<file path="src/rtl/clock_monitor_pkg.sv">
// Shared types, default parameters and helpers for the clock monitor.
package clock_monitor_pkg;

  localparam int unsigned DEF_HALF_PERIOD = 5;
  localparam int unsigned DEF_TOLERANCE   = 0;
  localparam int unsigned DEF_LOCK_COUNT  = 4;
  localparam int unsigned DEF_TIMEOUT     = 16;
  localparam int unsigned DEF_CNT_W       = 5;

  // Monitor state encodings.
  typedef enum logic [1:0] {
    ST_IDLE  = 2'd0,
    ST_ACQ   = 2'd1,
    ST_LOCK  = 2'd2,
    ST_FAULT = 2'd3
  } mon_state_e;

  // Absolute-difference tolerance test, unsigned with no wrap.
  function automatic logic within_tol(input int unsigned meas,
                                      input int unsigned nominal,
                                      input int unsigned tol);
    int unsigned diff;
    diff = (meas >= nominal) ? (meas - nominal) : (nominal - meas);
    return (diff <= tol);
  endfunction

endpackage

</file>
<file path="src/rtl/clock_monitor_edge_sync.sv">
// Two-flop synchroniser plus a history flop with rise/fall decode.
module edge_sync (
  input  logic i_clk50mhz,
  input  logic i_rst_n,
  input  logic i_async,
  output logic o_level,
  output logic o_rise,
  output logic o_fall
);

  logic sync1;
  logic sync2;
  logic sync3;

  // Synchroniser chain; sync3 holds the previous synchronised level.
  always_ff @(posedge i_clk50mhz) begin
    if (!i_rst_n) begin
      sync1 <= 1'b0;
      sync2 <= 1'b0;
      sync3 <= 1'b0;
    end else begin
      sync1 <= i_async;
      sync2 <= sync1;
      sync3 <= sync2;
    end
  end

  // Edge decode straight off the flop chain; consumers register it.
  assign o_level = sync2;
  assign o_rise  = sync2 & ~sync3;
  assign o_fall  = ~sync2 & sync3;

endmodule

</file>
<file path="src/rtl/clock_monitor.sv">
// Measures every half-period of a monitored clock in system-clock cycles
// and reports edge strobes, the last measurement, lock and sticky fault.
module clock_monitor
  import clock_monitor_pkg::*;
#(
  parameter int unsigned HALF_PERIOD = DEF_HALF_PERIOD,
  parameter int unsigned TOLERANCE   = DEF_TOLERANCE,
  parameter int unsigned LOCK_COUNT  = DEF_LOCK_COUNT,
  parameter int unsigned TIMEOUT     = DEF_TIMEOUT,
  parameter int unsigned CNT_W       = DEF_CNT_W
) (
  input  logic             i_clk50mhz,
  input  logic             i_rst_n,
  input  logic             i_clk_mon,
  input  logic             i_fault_clr,
  output logic             o_edge_rise,
  output logic             o_edge_fall,
  output logic             o_valid,
  output logic [CNT_W-1:0] o_half_period,
  output logic             o_locked,
  output logic             o_fault
);

  localparam int unsigned MATCH_W = $clog2(LOCK_COUNT + 1);
  localparam logic [CNT_W-1:0] CNT_MAX = CNT_W'(TIMEOUT);
  localparam logic [CNT_W-1:0] CNT_TO  = CNT_W'(TIMEOUT - 1);
  localparam logic [CNT_W-1:0] CNT_ONES = {CNT_W{1'b1}};

  logic               mon_level;
  logic               mon_rise;
  logic               mon_fall;
  logic               edge_c;
  logic [CNT_W-1:0]   cnt;
  logic [CNT_W-1:0]   meas_c;
  logic               in_tol_c;
  logic               timeout_c;
  logic [MATCH_W-1:0] match;
  logic [MATCH_W-1:0] match_inc_c;
  logic               lock_hit_c;
  mon_state_e         state;

  edge_sync u_edge_sync (
    .i_clk50mhz (i_clk50mhz),
    .i_rst_n    (i_rst_n),
    .i_async    (i_clk_mon),
    .o_level    (mon_level),
    .o_rise     (mon_rise),
    .o_fall     (mon_fall)
  );

  // Edge detect, measurement and timeout qualifiers.
  always_comb begin
    edge_c      = mon_rise | mon_fall;
    meas_c      = (cnt == CNT_ONES) ? cnt : (cnt + CNT_W'(1));
    in_tol_c    = within_tol(32'(meas_c), HALF_PERIOD, TOLERANCE);
    timeout_c   = !edge_c && (cnt == CNT_TO);
    match_inc_c = match + MATCH_W'(1);
    lock_hit_c  = ((32'(match) + 32'd1) == LOCK_COUNT);
  end

  // Cycles since the last edge, saturating at the timeout value.
  always_ff @(posedge i_clk50mhz) begin
    if (!i_rst_n) begin
      cnt <= '0;
    end else if (edge_c) begin
      cnt <= '0;
    end else if (cnt < CNT_MAX) begin
      cnt <= cnt + CNT_W'(1);
    end
  end

  // Monitor FSM with registered strobes, measurement and status outputs.
  always_ff @(posedge i_clk50mhz) begin
    if (!i_rst_n) begin
      state         <= ST_IDLE;
      match         <= '0;
      o_edge_rise   <= 1'b0;
      o_edge_fall   <= 1'b0;
      o_valid       <= 1'b0;
      o_half_period <= '0;
      o_locked      <= 1'b0;
      o_fault       <= 1'b0;
    end else begin
      o_edge_rise <= edge_c & mon_level;
      o_edge_fall <= edge_c & ~mon_level;
      o_valid     <= edge_c && (state != ST_IDLE);
      if (edge_c && (state != ST_IDLE)) begin
        o_half_period <= meas_c;
      end

      if (i_fault_clr) begin
        state    <= ST_IDLE;
        match    <= '0;
        o_locked <= 1'b0;
        o_fault  <= 1'b0;
      end else begin
        case (state)
          ST_IDLE: begin
            // First edge only starts measurement; its length is meaningless.
            if (edge_c) begin
              state <= ST_ACQ;
              match <= '0;
            end
          end
          ST_ACQ: begin
            if (edge_c) begin
              if (in_tol_c) begin
                match <= match_inc_c;
                if (lock_hit_c) begin
                  state    <= ST_LOCK;
                  o_locked <= 1'b1;
                end
              end else begin
                match <= '0;
              end
            end else if (timeout_c) begin
              state   <= ST_FAULT;
              o_fault <= 1'b1;
            end
          end
          ST_LOCK: begin
            if ((edge_c && !in_tol_c) || timeout_c) begin
              state    <= ST_FAULT;
              o_locked <= 1'b0;
              o_fault  <= 1'b1;
            end
          end
          ST_FAULT: begin
            // Sticky until cleared.
          end
          default: begin
            state    <= ST_IDLE;
            match    <= '0;
            o_locked <= 1'b0;
            o_fault  <= 1'b0;
          end
        endcase
      end
    end
  end

endmodule
</file>
<file path="config.mk">
export PLATFORM = sky130hd
export DESIGN_NAME = clock_monitor
export DESIGN_NICKNAME = d
export VERILOG_FILES = /design/src/rtl/clock_monitor_pkg.sv /design/src/rtl/clock_monitor_edge_sync.sv /design/src/rtl/clock_monitor.sv
export SDC_FILE = /design/constraint.sdc
export NUM_CORES = 1
export LEC_CHECK = 0
export ABC_CLOCK_PERIOD_IN_PS = 2900
export CORE_MARGIN = 2
export CORE_UTILIZATION = 50
export DETAILED_ROUTE_END_ITERATION = 10
export PLACE_DENSITY = 0.79
export SYNTH_ARGS = -nofsm -noshare
export SYNTH_HDL_FRONTEND = slang
export SYNTH_SLANG_ARGS = --single-unit
export TNS_END_PERCENT = 10
</file>
<file path="constraint.sdc">
create_clock -name i_clk50mhz -period 2.9 [get_ports i_clk50mhz]
set_clock_uncertainty 0.2 [all_clocks]
set_input_delay 0.87 -clock i_clk50mhz [delete_from_list [all_inputs] [get_ports i_clk50mhz]]
set_output_delay 0.87 -clock i_clk50mhz [all_outputs]
set_load 0.01 [all_outputs]
</file>
# [Yosys cells after proc, flatten, opt, wreduce, memory -nomap -nowiden]
# Cells that the tools add are included.
[totals] output_inout_bits=10 elab_cells=82 ff_bits=23
[classes] reduce_logical=17 add_sub_neg=5 muxes=22 eq_ne=15 magnitude_cmp=3 n_bitwise=8
[op_table] op="<= comparator 32 x 1 -> 1 bit (second input constant)" count=1
[op_table] op="2-to-1 mux 32 bit" count=1
[op_table] op="!= test 2 bit (second input constant)" count=7
[op_table] op="2-to-1 mux 2 bit" count=6
[op_table] op="2-to-1 mux 3 bit" count=3
[op_table] op="!= test 3 bit (second input constant)" count=3
[op_table] op="2-to-1 mux 1 bit" count=7
[op_table] op="case mux 2 bit (3 select lines)" count=1
[op_table] op="case mux 3 bit (2 select lines)" count=1
[op_table] op="AND reduction 6 bit" count=1
[op_table] op="nonzero test 2 bit" count=3
[op_table] op="subtractor 3 x 5 -> 6 bit (first input constant)" count=1
[op_table] op="subtractor 5 x 3 -> 6 bit (second input constant)" count=1
[op_table] op="adder 5 x 1 -> 5 bit (second input constant)" count=1
[op_table] op="equality test 5 x 4 -> 1 bit (second input constant)" count=1
[op_table] op="equality test 5 bit (second input constant)" count=1
[op_table] op=">= comparator 5 x 3 -> 1 bit (second input constant)" count=1
[op_table] op="less-than comparator 5 bit (second input constant)" count=1
[op_table] op="2-to-1 mux 5 bit" count=1
[op_table] op="AND reduction 5 bit" count=1
[op_table] op="adder 3 x 1 -> 4 bit (second input constant)" count=1
[op_table] op="bitwise AND 1 bit" count=4
[op_table] op="equality test 4 x 3 -> 1 bit (second input constant)" count=1
[op_table] op="case mux 1 bit (2 select lines)" count=2
[op_table] op="13 further kinds" count=19

# [Longest topological paths before layout]
[depth] ltp_word=10 mapped_depth=13

# [Hierarchy]
# Synthesis repeated with hierarchy kept, for this count alone.
[unflattened] hier_cells=159 hier_area_um2=1390.1
[by_module_without_submodules] module="clock_monitor" area_per_inst_um2=1298.7 instances=1 cells_each=151
[by_module_without_submodules] module="edge_sync" area_per_inst_um2=91.3 instances=1 cells_each=8

# [Worst setup path before layout]
# OpenSTA, ideal clock, no wires.
[synth_timing] path_type="reg-to-reg" startpoint="reg cnt[1]" endpoint="reg state[0]" path_buffers=0 arrival_time_ns=2.870 t_required_ns=2.641 slack_ns=-0.229 path_stages_with_launch=14 path_cell_list="dfxtp_1 -> ha_1 -> and2_1 -> ha_1 -> nor2b_1 -> xnor2_1 -> inv_1 -> ha_1 -> a21oi_1 -> o31ai_1 -> a41oi_2 -> a21oi_1 -> or4_1 -> nand2_1"
[synth_via] elab_chain_len=10
[synth_lines] element="start, declared" line="clock_monitor.sv:33" rtl="logic [CNT_W-1:0] cnt;"
[synth_lines] element="start signal, assigned" line="clock_monitor.sv:68" rtl="cnt <= cnt + CNT_W'(1);"
[synth_lines] element="adder 5 x 1 -> 5 bit / equality test 5 bit (equally long branches)" line="clock_monitor.sv:54" rtl="meas_c = (cnt == CNT_ONES) ? cnt : (cnt + CNT_W'(1));"
[synth_lines] element="2-to-1 mux 5 bit (*)" line="clock_monitor.sv:54"
[synth_lines] element="named net meas_c[2]" line="clock_monitor.sv:34" rtl="logic [CNT_W-1:0] meas_c;"
[synth_lines] element="subtractor 3 x 5 -> 6 bit, or another cell as far along" line="clock_monitor_pkg.sv:23" rtl="diff = (meas >= nominal) ? (meas - nominal) : (nominal - meas);"
[synth_lines] element="2-to-1 mux 32 bit (*)" line="clock_monitor_pkg.sv:23"
[synth_lines] element="<= comparator 32 x 1 -> 1 bit (*)" line="clock_monitor_pkg.sv:24" rtl="return (diff <= tol);"
[synth_lines] element="logical NOT 1 bit" line="clock_monitor.sv:122" rtl="if ((edge_c && !in_tol_c) || timeout_c) begin"
[synth_lines] element="logical AND 1 bit" line="clock_monitor.sv:122"
[synth_lines] element="logical OR 1 bit" line="clock_monitor.sv:122"
[synth_lines] element="!= test 2 bit (no line)"
[synth_lines] element="AND reduction 6 bit (no line) (*)"
[synth_lines] element="end signal, assigned" line="clock_monitor.sv:117" rtl="state <= ST_FAULT;"
[synth_lines] element="end signal, assigned" line="clock_monitor.sv:123" rtl="state <= ST_FAULT;"
[synth_lines] element="end signal, assigned" line="clock_monitor.sv:132" rtl="state <= ST_IDLE;"
[synth_lines] element="end, declared" line="clock_monitor.sv:40" rtl="mon_state_e state;"
# The timed path passes the listed nets; every way through them passes the cells marked *.
# A chain may end at the register's enable or synchronous reset.

# [Worst setup path after layout]
# Same ends and word-level chain as after synthesis.

==> impl_metrics.py <==
metrics = {
    "run": {
        "maxCapViolations": 0,
    },
    "power_and_ir_drop": {
        "max-vdd-ir-drop_mv": 0.295,
        "p_leak_uw": 0.000739,
        "power_density_mw_per_mm2": 386,
        "power_uw": 671,
    },
    "die": {
        "core-area_sq_mm": 0.00252,
        "die_w_microns": 56.0,
        "num_io_pins": 14,
        "start_util": 0.537,
        "rows": 18,
        "dieArea_sq_mm": 0.00314,
        "die_h_microns": 56.0,
    },
    "routing": {
        "dr.pass1.iters": 4,
        "vias": 1146,
        "vias_per_cell": 5.51,
        "wl_microns": 2800,
        "antenna_left": 0,
        "drc": 0,
        "routedWlPerCell_microns": 13.4,
        "drtIter0Drc": 23,
    },
    "clocking": {
        "root_buffer": "clkbuf_4",
        "cts_buffers": 3,
        "clock_sinks": 23,
        "clkTransAtPathRegs_ns": 0.13,
        "cts-htree-levels": 1,
        "hold_buffers": 0,
        "clkLatencyLatePin_ns": 0.32,
        "cts_tree": "built",
        "max-clock-path-buffers": 2,
    },
    "setup_path": {
        "cp.required_ns": 2.98,
        "critical_path.endpoint_type": "register",
        "setup.worst_path.start_class": "register",
        "rrSetupSlack_ns": -0.002,
        "timing.rr.start": "cnt[1]",
        "cp_max_fo": 7,
        "crit_top_cell": "ha_4",
        "arrival_ns": 2.98,
        "path_cells": "ha_4 -> and2_4 -> ha_4 -> nor2b_4 -> xnor2_2 -> inv_2 -> ha_4 -> a21oi_2 -> o31ai_2 -> a41oi_2 -> a21oi_2 -> or4_4 -> nand2_2",
        "worstSetupPathType": "register to register",
        "r2r_cells": 13,
        "timing.rr.end": "state[0]",
        "slowest_delay_ns": 0.53,
        "slowest_stage": "or4_4",
    },
    "global_route": {
        "grtUsageTotal": 0.182,
        "grt_pass1_vias": 1114,
        "grt_pass1_wl_microns": 4660,
        "grt_overflow_total": 0,
        "antenna_found_initial": 0,
        "grt_max_degree": 14,
    },
    "outcome": {
        "violations": "negative setup slack",
        "status": "finished with violations",
    },
    "synthesis": {
        "synth_cells": 151,
        "synth_area_sq_mm": 0.00135,
        "syn_avg_cell_area_sq_um": 8.97,
        "synth_edf_count": 0,
        "synth_cell_types": 39,
        "synth_nets": 171,
        "synth_flop_cell": "dfxtp_1",
        "synth_seq_cells": 23,
        "synthArstFlopShare": 0,
        "ys_warn_count": 0,
        "yosysSeqAreaShare": 0.340,
    },
    "final_layout": {
        "fillCellCount": 192,
        "fin_util": 0.690,
        "synthToLayoutAreaGrowth_pct": 28.6,
        "seqCellArea_sq_um": 469,
        "layout.nets": 199,
        "layout-drive-gt1-share": 0.230,
        "multi_input_area_sq_um": 937,
        "n_antenna_cell": 0,
    },
    "sta": {
        "worst_slack_ns": -0.00179,
        "fmax_mhz": 345,
        "setup_viol": 1,
        "finalCritPeriodShare": 1.00,
        "final_max_slew_viol_count": 0,
        "period_minus_slack_ns": 2.90,
        "slew_headroom": 0.585,
        "grt_setup_unrepaired": "yes",
        "worstMarginPinSlew_ns": 0.620,
        "finalHoldViolCount": 0,
    },
    "placed_design": {
        "hpwl_microns": 2040,
        "numPortBuffers": 13,
        "dpl_worst_slack_ns": -0.0463,
        "routabilityCongestion": 0.871,
    },
    "hold_path": {
        "hold_class": "register to register",
        "holdPathStages": 1,
        "hold_path_end": "u_edge_sync.o_level",
        "worstHoldStart": "u_edge_sync.sync1",
    },
}
## stage by stage
stage          cells  cell area (sq um)  setup TNS (ns)  hold WS [ns]
2_1_floorplan    151               1400               0         0.212
4_1_cts          206               1660          -0.103         0.259
3_5_place_dp     202               1630         -0.0835         0.224
3_3_place_gp     202               1630               0         0.218
6_report         208               1740        -0.00179         0.255
5_1_grt          208               1740          -0.247         0.295
## flip-flops by register name (all words and copies together) (netlist names)
name                 count
cnt                      5
o_valid                  1
u_edge_sync.sync3        1
o_edge_rise              1
u_edge_sync.sync1        1
o_fault                  1
o_locked                 1
o_edge_fall              1
u_edge_sync.o_level      1
match                    3
o_half_period            5
state                    2
## where the power goes
group          switching (uW)  leakage (uW)  internal, uW
clock network             101     0.0000177          51.8
registers                11.9      0.000188           328
logic                    91.7      0.000533          86.8
## worst max-delay path: cells and delay by family (launching register included)
kind	cells	cell delay, ns
fa+ha+maj	3	0.55
xor+xnor	1	0.13
simple gates	4	0.90
flops	1	0.40
compound gates	4	0.61
buf+inv	1	0.08
## how the worst max path moves through the flow
stage,slack (ns),start,cells after the start,end
after floorplan,0.03,cnt[1],13,state[0]
after global placement,0.03,cnt[1],13,state[0]
after detailed placement,-0.05,cnt[0],14,o_locked
after CTS,-0.07,cnt[1],13,state[0]
after global routing,-0.11,cnt[1],13,state[0]
final,-0.002,cnt[1],13,state[0]
## cell usage after synthesis (2+ instances only)
| master | instances | share of area |
|---|---|---|
| nor3b_1 | 2 | 0.011 |
| mux2i_1 | 4 | 0.030 |
| o31ai_1 | 3 | 0.017 |
| nor2b_1 | 6 | 0.028 |
| o211a_1 | 4 | 0.030 |
| inv_1 | 11 | 0.030 |
| o211ai_1 | 2 | 0.011 |
| nand2_1 | 11 | 0.030 |
| clkbuf_1 | 2 | 0.0055 |
| nand2b_1 | 6 | 0.028 |
| nand3_1 | 3 | 0.011 |
| o21ai_0 | 5 | 0.018 |
| a21oi_1 | 8 | 0.030 |
| a21boi_0 | 2 | 0.011 |
| xnor2_1 | 2 | 0.013 |
| and2_1 | 8 | 0.037 |
| or3_1 | 2 | 0.0092 |
| dfxtp_1 | 23 | 0.34 |
| ha_1 | 16 | 0.15 |
| nor2_1 | 12 | 0.033 |
## repair_timing
| item | in CTS | in global routing |
|---|---|---|
| setup buffers | 0 | 2 |
| pin swaps | 0 | 5 |
| endpoints found under the setup margin | 6 | 7 |
| gates resized for setup | 2 | 16 |
| hold endpoints to repair | 0 | 0 |
## area by class of cell
cell class / count / share of cell area
timing repair buffer: 26 / 0.131
tap: 30 / 0.0216
clock inverter: 1 / 0.00288
clock buffer: 3 / 0.0129
multi-input combinational: 114 / 0.538
inverter: 11 / 0.0237
sequential: 23 / 0.270
## cells in the final DEF, fill, tap and decap left out, types with 2 or more instances in the layout
cell type,netlist,layout
nor2_1,12,12
ha_4,0,3
clkbuf_4,0,3
o31ai_1,3,2
a21boi_0,2,2
inv_2,0,2
or3_1,2,2
ha_1,16,12
inv_1,11,9
dfxtp_1,23,20
o211ai_1,2,2
nor2b_1,6,5
nand3_1,3,3
nand2_1,11,10
and2_1,8,7
dfxtp_4,0,2
o211a_1,4,4
buf_4,0,13
o21ai_0,5,5
a21oi_2,0,3
a21oi_1,8,4
nand2b_1,6,6
clkdlybuf4s50_1,0,13
nor3b_1,2,2
mux2i_1,4,3
## per-layer routing
layer  track usage  vias to the layer above  share of wire
met5             0                        -              0
met4        0.0510                        0          0.013
met3        0.0581                        7          0.039
met2         0.313                       26           0.49
met1         0.218                      538           0.46
li1              -                      575              -
## kinds of logic after synthesis
kind of cell,after synthesis,synth area share
AO/OA/AOI/OAI,33,0.175
XOR/XNOR,4,0.0314
adder cells (fa/ha/maj),16,0.148
buffers and inverters,14,0.0444
flip-flops,23,0.340
multiplexers,4,0.0296
AND/OR/NAND/NOR,57,0.232
No activity file was read; power rests on OpenSTA's default activity.
